`src/rtl/gardner_ted_param_pkg.sv`:
```
// Shared constants and types for the Gardner timing-error detector.
// Holds the default widths, the phase-adjust direction encoding and the counter-width helper.
package gardner_ted_param_pkg;

  localparam int WIDTH_DEF    = 16;
  localparam int SPS_DEF      = 2;
  localparam int ER_W_DEF     = 2 * WIDTH_DEF + 2;
  localparam int AVG_LOG2_DEF = 3;

  typedef enum logic {
    ADJ_STUFF = 1'b0,
    ADJ_SKIP  = 1'b1
  } adj_dir_e;

  // Phase counter width: clog2(SPS), never narrower than one bit.
  function automatic int cnt_width(input int sps);
    int w;
    w = $clog2(sps);
    if (w < 1) begin
      w = 1;
    end else begin
      w = w;
    end
    return w;
  endfunction

endpackage

```
`src/rtl/gardner_ted_param_if.sv`:
```
// Sample/adjust/error bundle between the ADC front end, the timing loop and the TED.
interface gardner_ted_param_if
  import gardner_ted_param_pkg::*;
#(
  parameter int WIDTH = WIDTH_DEF,
  parameter int ER_W  = 2 * WIDTH + 2
);
  logic                    in_valid;
  logic signed [WIDTH-1:0] I_adc;
  logic signed [WIDTH-1:0] Q_adc;
  logic                    adj_valid;
  logic                    adj_dir;
  logic signed [ER_W-1:0]  er;
  logic                    ted_out_en;

  modport master (
    output in_valid, I_adc, Q_adc, adj_valid, adj_dir,
    input  er, ted_out_en
  );

  modport slave (
    input  in_valid, I_adc, Q_adc, adj_valid, adj_dir,
    output er, ted_out_en
  );
endinterface

```
`src/rtl/gardner_ted_param_mac.sv`:
```
// Three-stage Gardner datapath: S1 differences, S2 products, S3 I+Q sum.
// A valid shift register tracks each launched symbol; the sum holds between strobes.
module gardner_ted_mac #(
  parameter int WIDTH = 16,
  parameter int ER_W  = 2 * WIDTH + 2
) (
  input  logic                    clk,
  input  logic                    reset,
  input  logic                    in_valid,
  input  logic signed [WIDTH-1:0] i_prev,
  input  logic signed [WIDTH-1:0] i_cur,
  input  logic signed [WIDTH-1:0] i_mid,
  input  logic signed [WIDTH-1:0] q_prev,
  input  logic signed [WIDTH-1:0] q_cur,
  input  logic signed [WIDTH-1:0] q_mid,
  output logic                    out_valid,
  output logic signed [ER_W-1:0]  sum
);
  localparam int DW = WIDTH + 1;
  localparam int PW = 2 * WIDTH + 1;

  logic [2:0]              vld_r;
  logic signed [DW-1:0]    di_r, dq_r;
  logic signed [WIDTH-1:0] im_r, qm_r;
  logic signed [PW-1:0]    pi_r, pq_r;
  logic signed [ER_W-1:0]  sum_r;
  logic signed [PW-1:0]    im_x_s, qm_x_s, di_x_s, dq_x_s;

  // Sign-extend multiplier operands to the full product width.
  always_comb begin
    im_x_s = PW'(im_r);
    qm_x_s = PW'(qm_r);
    di_x_s = PW'(di_r);
    dq_x_s = PW'(dq_r);
  end

  // Pipeline registers; only the final sum is gated so er holds between strobes.
  always_ff @(posedge clk or negedge reset) begin
    if (!reset) begin
      vld_r <= 3'b000;
      di_r  <= '0;
      dq_r  <= '0;
      im_r  <= '0;
      qm_r  <= '0;
      pi_r  <= '0;
      pq_r  <= '0;
      sum_r <= '0;
    end else begin
      vld_r <= {vld_r[1:0], in_valid};
      di_r  <= DW'(i_prev) - DW'(i_cur);
      dq_r  <= DW'(q_prev) - DW'(q_cur);
      im_r  <= i_mid;
      qm_r  <= q_mid;
      pi_r  <= im_x_s * di_x_s;
      pq_r  <= qm_x_s * dq_x_s;
      if (vld_r[1]) begin
        sum_r <= ER_W'(pi_r) + ER_W'(pq_r);
      end
    end
  end

  assign out_valid = vld_r[2];
  assign sum       = sum_r;

endmodule

```
`src/rtl/gardner_ted_param.sv`:
```
// Gardner TED top: symbol-phase counter, on-time/mid capture, skip/stuff handling.
// Define GARDNER_AVG_EN to average 2^AVG_LOG2 errors per output strobe.
module gardner_ted_param
  import gardner_ted_param_pkg::*;
#(
  parameter int WIDTH    = WIDTH_DEF,
  parameter int SPS      = SPS_DEF,
  parameter int ER_W     = 2 * WIDTH + 2
`ifdef GARDNER_AVG_EN
  ,
  parameter int AVG_LOG2 = AVG_LOG2_DEF
`endif
) (
  input  logic                 clk,
  input  logic                 reset,
  gardner_ted_param_if.slave   bus
);
  localparam int               CNT_W    = cnt_width(SPS);
  localparam logic [CNT_W-1:0] MID_CNT  = CNT_W'(SPS / 2);
  localparam logic [CNT_W:0]   SPS_X    = (CNT_W + 1)'(SPS);
  localparam logic [CNT_W:0]   STEP_ONE = (CNT_W + 1)'(1);
  localparam logic [CNT_W:0]   STEP_TWO = (CNT_W + 1)'(2);

  logic [CNT_W-1:0]        count_r, count_next_s;
  logic [CNT_W:0]          count_sum_s;
  logic                    adj_pend_r, adj_act_s;
  adj_dir_e                adj_dir_r, adj_dir_s;
  logic                    stuff_s, take_s, on_time_s, mid_s;
  logic                    warm_r, go_r;
  logic signed [WIDTH-1:0] i_prev_r, i_cur_r, i_mid_r;
  logic signed [WIDTH-1:0] q_prev_r, q_cur_r, q_mid_r;
  logic                    mac_vld_s;
  logic signed [ER_W-1:0]  mac_sum_s;

  // A same-cycle request wins over a pending one; stuff discards the sample outright.
  always_comb begin
    adj_act_s = bus.adj_valid | adj_pend_r;
    if (bus.adj_valid) begin
      adj_dir_s = adj_dir_e'(bus.adj_dir);
    end else begin
      adj_dir_s = adj_dir_r;
    end
    stuff_s = bus.in_valid & adj_act_s & (adj_dir_s == ADJ_STUFF);
    take_s  = bus.in_valid & ~stuff_s;
    if (adj_act_s && (adj_dir_s == ADJ_SKIP)) begin
      count_sum_s = {1'b0, count_r} + STEP_TWO;
    end else begin
      count_sum_s = {1'b0, count_r} + STEP_ONE;
    end
    if (count_sum_s >= SPS_X) begin
      count_next_s = CNT_W'(count_sum_s - SPS_X);
    end else begin
      count_next_s = count_sum_s[CNT_W-1:0];
    end
    on_time_s = take_s & (count_r == '0);
    mid_s     = take_s & (count_r == MID_CNT);
  end

  // Phase counter, pending adjust, sample capture and pipeline launch.
  always_ff @(posedge clk or negedge reset) begin
    if (!reset) begin
      count_r    <= '0;
      adj_pend_r <= 1'b0;
      adj_dir_r  <= ADJ_STUFF;
      warm_r     <= 1'b0;
      go_r       <= 1'b0;
      i_prev_r   <= '0;
      i_cur_r    <= '0;
      i_mid_r    <= '0;
      q_prev_r   <= '0;
      q_cur_r    <= '0;
      q_mid_r    <= '0;
    end else begin
      if (bus.in_valid) begin
        adj_pend_r <= 1'b0;
        if (!stuff_s) begin
          count_r <= count_next_s;
        end
      end else if (bus.adj_valid) begin
        adj_pend_r <= 1'b1;
        adj_dir_r  <= adj_dir_e'(bus.adj_dir);
      end
      if (mid_s) begin
        i_mid_r <= bus.I_adc;
        q_mid_r <= bus.Q_adc;
      end
      go_r <= on_time_s & warm_r;
      if (on_time_s) begin
        i_prev_r <= i_cur_r;
        q_prev_r <= q_cur_r;
        i_cur_r  <= bus.I_adc;
        q_cur_r  <= bus.Q_adc;
        warm_r   <= 1'b1;
      end
    end
  end

  gardner_ted_mac #(
    .WIDTH (WIDTH),
    .ER_W  (ER_W)
  ) u_mac (
    .clk       (clk),
    .reset     (reset),
    .in_valid  (go_r),
    .i_prev    (i_prev_r),
    .i_cur     (i_cur_r),
    .i_mid     (i_mid_r),
    .q_prev    (q_prev_r),
    .q_cur     (q_cur_r),
    .q_mid     (q_mid_r),
    .out_valid (mac_vld_s),
    .sum       (mac_sum_s)
  );

`ifdef GARDNER_AVG_EN
  localparam int             ACC_W  = ER_W + AVG_LOG2;
  localparam int             N_W    = (AVG_LOG2 < 1) ? 1 : AVG_LOG2;
  localparam logic [N_W-1:0] N_LAST = N_W'((1 << AVG_LOG2) - 1);

  logic signed [ACC_W-1:0] acc_r, acc_sum_s;
  logic [N_W-1:0]          n_r;
  logic signed [ER_W-1:0]  er_r;
  logic                    en_r;

  // Running sum including the error arriving this cycle.
  always_comb begin
    acc_sum_s = acc_r + ACC_W'(mac_sum_s);
  end

  // Averager: the arithmetic shift rounds toward -inf.
  always_ff @(posedge clk or negedge reset) begin
    if (!reset) begin
      acc_r <= '0;
      n_r   <= '0;
      er_r  <= '0;
      en_r  <= 1'b0;
    end else begin
      en_r <= 1'b0;
      if (mac_vld_s) begin
        if (n_r == N_LAST) begin
          er_r  <= ER_W'(acc_sum_s >>> AVG_LOG2);
          en_r  <= 1'b1;
          acc_r <= '0;
          n_r   <= '0;
        end else begin
          acc_r <= acc_sum_s;
          n_r   <= n_r + N_W'(1);
        end
      end
    end
  end

  assign bus.er         = er_r;
  assign bus.ted_out_en = en_r;
`else
  assign bus.er         = mac_sum_s;
  assign bus.ted_out_en = mac_vld_s;
`endif

endmodule

```
`src/flat_wrapper.sv`:
```
// flat-port wrapper written by rule: the top's interface ports become plain ports
module gardner_ted_param_flat import gardner_ted_param_pkg::*;
#(
  parameter int WIDTH    = WIDTH_DEF,
  parameter int SPS      = SPS_DEF,
  parameter int ER_W     = 2 * WIDTH + 2

)
  (clk, reset, bus_in_valid, bus_I_adc, bus_Q_adc, bus_adj_valid, bus_adj_dir, bus_er, bus_ted_out_en);
  gardner_ted_param_if #(.WIDTH(WIDTH), .ER_W(ER_W)) bus_i ();
  input  logic clk;
  input  logic reset;
  input wire logic [$bits(bus_i.in_valid)-1:0] bus_in_valid;
  input wire logic [$bits(bus_i.I_adc)-1:0] bus_I_adc;
  input wire logic [$bits(bus_i.Q_adc)-1:0] bus_Q_adc;
  input wire logic [$bits(bus_i.adj_valid)-1:0] bus_adj_valid;
  input wire logic [$bits(bus_i.adj_dir)-1:0] bus_adj_dir;
  output wire logic [$bits(bus_i.er)-1:0] bus_er;
  output wire logic [$bits(bus_i.ted_out_en)-1:0] bus_ted_out_en;
  assign bus_i.in_valid = bus_in_valid;
  assign bus_i.I_adc = bus_I_adc;
  assign bus_i.Q_adc = bus_Q_adc;
  assign bus_i.adj_valid = bus_adj_valid;
  assign bus_i.adj_dir = bus_adj_dir;
  assign bus_er = bus_i.er;
  assign bus_ted_out_en = bus_i.ted_out_en;
  gardner_ted_param #(.WIDTH(WIDTH), .SPS(SPS), .ER_W(ER_W)) u_core (.clk(clk), .reset(reset), .bus(bus_i));
endmodule
```
`config.mk`:
```
export PLATFORM = sky130hd
export DESIGN_NAME = gardner_ted_param_flat
export DESIGN_NICKNAME = d
export VERILOG_FILES = /design/src/rtl/gardner_ted_param_pkg.sv /design/src/rtl/gardner_ted_param_if.sv /design/src/rtl/gardner_ted_param_mac.sv /design/src/rtl/gardner_ted_param.sv /design/src/flat_wrapper.sv
export SDC_FILE = /design/constraint.sdc
export NUM_CORES = 2
export LEC_CHECK = 0
export ABC_AREA = 0
export ABC_CLOCK_PERIOD_IN_PS = 8600
export BUFFER_PORTS_ARGS = -buffer_cell sky130_fd_sc_hd__buf_2
export CAP_MARGIN = 10
export CORE_MARGIN = 2
export CORE_UTILIZATION = 50
export DETAILED_ROUTE_END_ITERATION = 7
export HOLD_SLACK_MARGIN = 0.05
export PLACE_DENSITY_LB_ADDON = 0.3
export REMOVE_ABC_BUFFERS = 1
export SYNTH_ARGS = -nofsm -noshare
export SYNTH_HDL_FRONTEND = slang
export SYNTH_HIERARCHICAL = 1
export SYNTH_SLANG_ARGS = --single-unit
```
`constraint.sdc`:
```
create_clock -name clk -period 8.6 [get_ports clk]
set_input_delay 2.15 -clock clk [delete_from_list [all_inputs] [get_ports clk]]
set_output_delay 2.15 -clock clk [all_outputs]
set_load 0.005 [all_outputs]
```
* Word level (Yosys, flattened, before mapping)
Index checks and enable logic that the tools add are counted.
** Word-level totals
- Register bits :: 270
- Bits of input ports :: 37
- Output and inout bits :: 35
- Word-level logic and storage cells :: 46
** Operators by class
- Add/subtract/negate cells :: 6
- Multiply operators :: 2
- $lt $le $gt $ge :: 1
- Mux-type cells :: 5
- Bitwise operators :: 10
- Reductions and logical operators :: 3
** Operator list (number)
- $mul 16x17->33 :: 2
- $add 33x33->34 :: 1
- $sub 16x16->17 :: 2
- $and 1x1->1 :: 6
- $mux 1 :: 4
- $not 1->1 :: 3
- $add 1x1->2 const B :: 1
- $add 1x2->2 const B :: 1
- $ge 2x2->1 const B :: 1
- $mux 2 :: 1
- $reduce_and 2->1 :: 1
- $reduce_bool 2->1 :: 1
- $logic_and 1x1->1 :: 1
- $or 1x1->1 :: 1
- $sub 1x1->1 const B :: 1

* Logic depth before layout (Yosys ltp)
- Depth after elaboration :: 7
- Gate-level depth with buffers :: 24
- Depth with buffers taken out :: 21

* Cells and area by module
The synthesis kept the hierarchy.
** By module, submodules not included
- gardner_ted_mac :: times used 1, cells an instance 2980, area an instance 28543.6 µm², sequential area each 4229.1 µm²
- gardner_ted_param :: times used 1, cells an instance 220, area an instance 3793.6 µm², sequential area each 2527.4 µm²

* Least setup slack after synthesis
OpenSTA, ideal clock, no wires.
- Path type :: register to register
- From :: register u_core.u_mac.qm_r[7]
- To :: register u_core.u_mac.pq_r[29]
- Library setup time :: 138 ps
- Data arrival time :: 6009 ps
- Required time :: 8462 ps
- Setup slack :: 2453 ps
- Stages on the path, launching flop included :: 25
- Buffers on the path :: 3
- Period minus slack after synthesis :: 6147 ps
- Cell sequence :: dfrtp_1 -> clkbuf_1 -> clkbuf_1 -> nand2_1 -> fa_1 -> inv_1 -> fa_1 -> inv_1 -> fa_1 -> inv_1 -> fa_1 -> fa_1 -> inv_1 -> fa_1 -> inv_1 -> ha_1 -> clkbuf_1 -> a21oi_1 -> o21ai_1 -> a221o_1 -> a31oi_4 -> o41ai_4 -> a31oi_2 -> mux2i_1 -> o2111ai_1
** On the way
- Cells in the longest elaborated chain, start to end :: 1
** RTL lines
- start, declared :: line gardner_ted_param_mac.sv:24 : logic signed [WIDTH-1:0] im_r, qm_r;
- start signal, assigned :: line gardner_ted_param_mac.sv:53 : qm_r <= q_mid;
- $mul 16x17->33 :: line gardner_ted_param_mac.sv:55 : pq_r <= qm_x_s * dq_x_s;
- end signal, assigned :: line gardner_ted_param_mac.sv:55
- end, declared :: line gardner_ted_param_mac.sv:25 : logic signed [PW-1:0] pi_r, pq_r;
Every way passes these cells.
A chain may end at the register's enable or synchronous reset.

* Worst setup path after layout
- From :: register u_core.u_mac.qm_r[6]
- To :: register u_core.u_mac.pq_r[32]
The elaborated chain is that of the path after synthesis.

==> qor.yml <==
status: "complete, no violations"
wl_per_cell_um: 16.4
die_y_um: 258
synth_edf_count: 0
grt_start_max_net_pins: 190
use_met2_pct: 35.2
nNetsFinal: 4041
place_hpwl_mm: 53.8
cts_max_level: 2
syn2layout_area_growth_pct: 6.96
drv_cap: 0
dr.pass1.iters: 6
async_flop_share_pct: 100
crit_path_max_incr_delay_ns: 0.82
worst_slew_pin_slew_ns: 1.11
grt_pass1_vias: 22856
viasPerCell: 5.25
period_needed_ns: 6.85
synth-seq-cells: 270
tritoncts: "done"
route.detailed.drc: 0
grtUsageTotal_pct: 21.5
drt-initial-drc-count: 1386
arrival_ns: 7.29
ctsHoldBuffers: 0
start_util_pct: 50.3
path_clk_slew_ns: 0.06
synth_top_area_share_pct: 34.4
drtAntennaViolNets: 0
core_area_um2: 64200
path_cells: "and2_1 -> fa_1 -> inv_1 -> fa_1 -> fa_1 -> inv_1 -> fa_1 -> fa_1 -> inv_1 -> fa_1 -> inv_1 -> ha_1 -> nand4_1 -> nor4b_1 -> a211oi_1 -> nor4_1 -> o31a_1 -> o21ai_1 -> mux2i_1 -> a2111oi_0"
slowest_stage: "dfrtp_1"
clkSinkCount: 270
worstSetupStartpointType: "flop"
end_kind: "flop"
holdCritPathClass: "reg -> reg"
fin_tns_setup_ns: 0
nFillCells: 5755
ff_latch_area_um2: 6760
post_cts.repair.setup_buffers: 0
ys_seq_area_share_pct: 20.9
vias: 21512
cts_buffer_depth: 3
drt_wl_total_mm: 67.1
crit_required_ns: 9.04
synth_cell_type_count: 78
clk_latency_ns: 0.58
fin_worst_skew_ns: 0.0407
fin_crit_sh_pct: 79.6
yosys-top-cells-area: "fa_1, dfrtp_1, ha_1"
grt_overflow: 0
cp_top_family: "adder cells"
top_usage_layer: "met2"
top_level_ports: 72
yosysTopAreaCell: "fa_1"
cts_resized: 0
synth_cells: 3200
gp_congestion: 0.881
cts_buffers: 34
syn_avg_cell_area_um2: 10.1
crit_fanout: 17
grt_pass1_wl_mm: 115
die-width_um: 258
synth_flop_cell: "dfrtp_1"
io_buffers: 71
critPathBufInv: 4
finalMaxSlewViolations: 0
relSlewSlack_pct: 26.0
cts_root_buffer: "clkbuf_16"
setup.worst_path.class: "reg -> reg"
hold_viol: 0
fmax_mhz: 146
drive_gt1_share_pct: 7.19
rows: 93
grtUsageMet3_pct: 3.16
antenna_found_initial: 3
use_met1_pct: 30.2
multi_input_area_um2: 22700
die_area_um2: 66700
yosys_warnings: 6
synth.cell_area_um2: 32300
path_common_cell: "fa_1"
rsz0062_at_grt: "false"
setup_viol: 0
[path summary, 6_finish.rpt]
path	from	to	slack [ns]	cells past startpoint
worst max-delay path	u_core/u_mac/qm_r[6]	u_core/u_mac/pq_r[32]	1.75	20
max in group asynchronous	reset	u_core/u_mac/im_r[1]	5.63	2
worst max register to register	u_core/u_mac/qm_r[6]	u_core/u_mac/pq_r[32]	1.75	20
min in group asynchronous	reset	u_core/q_mid_r[14]	1.55	1
worst min-delay path	u_core/go_r	u_core/u_mac/vld_r[0]	0.35	0
worst min register to register	u_core/go_r	u_core/u_mac/vld_r[0]	0.35	0
[cell type report]
class	instances	area share, %
flip-flops and latches	270	19.5
repair buffers	76	1.20
diodes	2	0.0145
multi-input cells	2162	65.5
clock inverters	13	0.579
inverters	672	7.29
clock buffers	46	2.76
well taps	855	3.09
[cells by family after synthesis]
family                     share of synthesized area [%]
xor gates and xnor gates                            2.98
and+or+nand+nor                                     13.1
buffers and inverters                               9.04
adders and majority gates                           43.4
muxes                                               4.27
DFF                                                 20.9
AOI/OAI and AO/OA                                   6.37
[sequential cells by signal (all words and copies together), names as in the netlist, 3 cells and up]
| name | cells |
|---|---|
| u_core/i_cur_r | 16 |
| u_core/u_mac/dq_r | 17 |
| u_core/i_mid_r | 16 |
| u_core/u_mac/pq_r | 33 |
| u_core/q_prev_r | 16 |
| u_core/i_prev_r | 16 |
| u_core/u_mac/qm_r | 16 |
| u_core/u_mac/vld_r | 3 |
| u_core/u_mac/di_r | 17 |
| u_core/u_mac/im_r | 16 |
| u_core/q_mid_r | 16 |
| u_core/u_mac/pi_r | 33 |
| u_core/u_mac/sum | 34 |
| u_core/q_cur_r | 16 |
[worst reg2reg max path, delay by kind of cell, from the launching register on]
family | cells | cell delay (ns)
compound gates | 4 | 0.99
buf+inv | 4 | 0.22
fa+ha+maj | 7 | 3.21
flops | 1 | 0.82
mux | 1 | 0.15
simple gates | 4 | 1.31
[cells in the final DEF (no fill, tap or decap), drive strengths merged, types with 14 or more instances in the layout]
master,instances
a31oi,17
nor2b,14
and3,17
nand3,30
and2,267
inv,675
xnor2,78
nand2b,21
ha,233
fa,555
a21oi,92
nand2,316
clkbuf,46
mux2,119
a21o,36
xor2,32
a211oi,18
dfrtp,270
nor3,23
buf,76
o21ai,50
nor2,86
o21a,20
[cell usage after synthesis, types with 5 or more instances]
cell / instances
inv_1: 672
fa_1: 555
nand2_1: 316
dfrtp_1: 270
and2_1: 266
ha_1: 233
a21oi_1: 91
nor2_1: 85
clkbuf_1: 83
mux2_2: 79
xnor2_1: 78
mux2_1: 40
o21ai_0: 39
a21o_1: 34
xor2_1: 32
nand3_1: 30
nor3_1: 22
nand2b_1: 21
o21a_1: 20
a211oi_1: 18
and3_1: 17
a31oi_1: 14
nor2b_1: 14
nand4_1: 12
o21ai_1: 11
o31ai_1: 11
o211ai_1: 10
or3_1: 9
or2_2: 8
o21bai_1: 7
buf_2: 5
nand3b_1: 5
o2111ai_1: 5
[stage by stage]
stage | area [um2] | utilization [%] | instances | setup WS (ns) | hold WS, ns
after global placement | 33400 | 52.0 | 4035 | 2.17 | 0.333
after CTS | 34600 | 53.8 | 4094 | 1.81 | 0.350
after global routing | 34600 | 53.8 | 4094 | 1.24 | 0.360
after floorplan | 31900 | - | 3104 | 2.69 | 0.331
after detailed placement | 33400 | 52.0 | 4035 | 1.81 | 0.338
final | 34600 | 53.9 | 4096 | 1.75 | 0.347
[routing by layer]
layer | wire (um) | vias to the layer above | share of wire [%]
li1 | - | 9924 | -
met1 | 30200 | 10987 | 45
met2 | 31800 | 501 | 47
met3 | 3500 | 100 | 5.2
met4 | 1650 | 0 | 2.5
met5 | 0 | - | 0
Power is left out: the tool's default activity adds up to more than one toggle a clock period on the data nets, which glitch-free logic cannot reach.
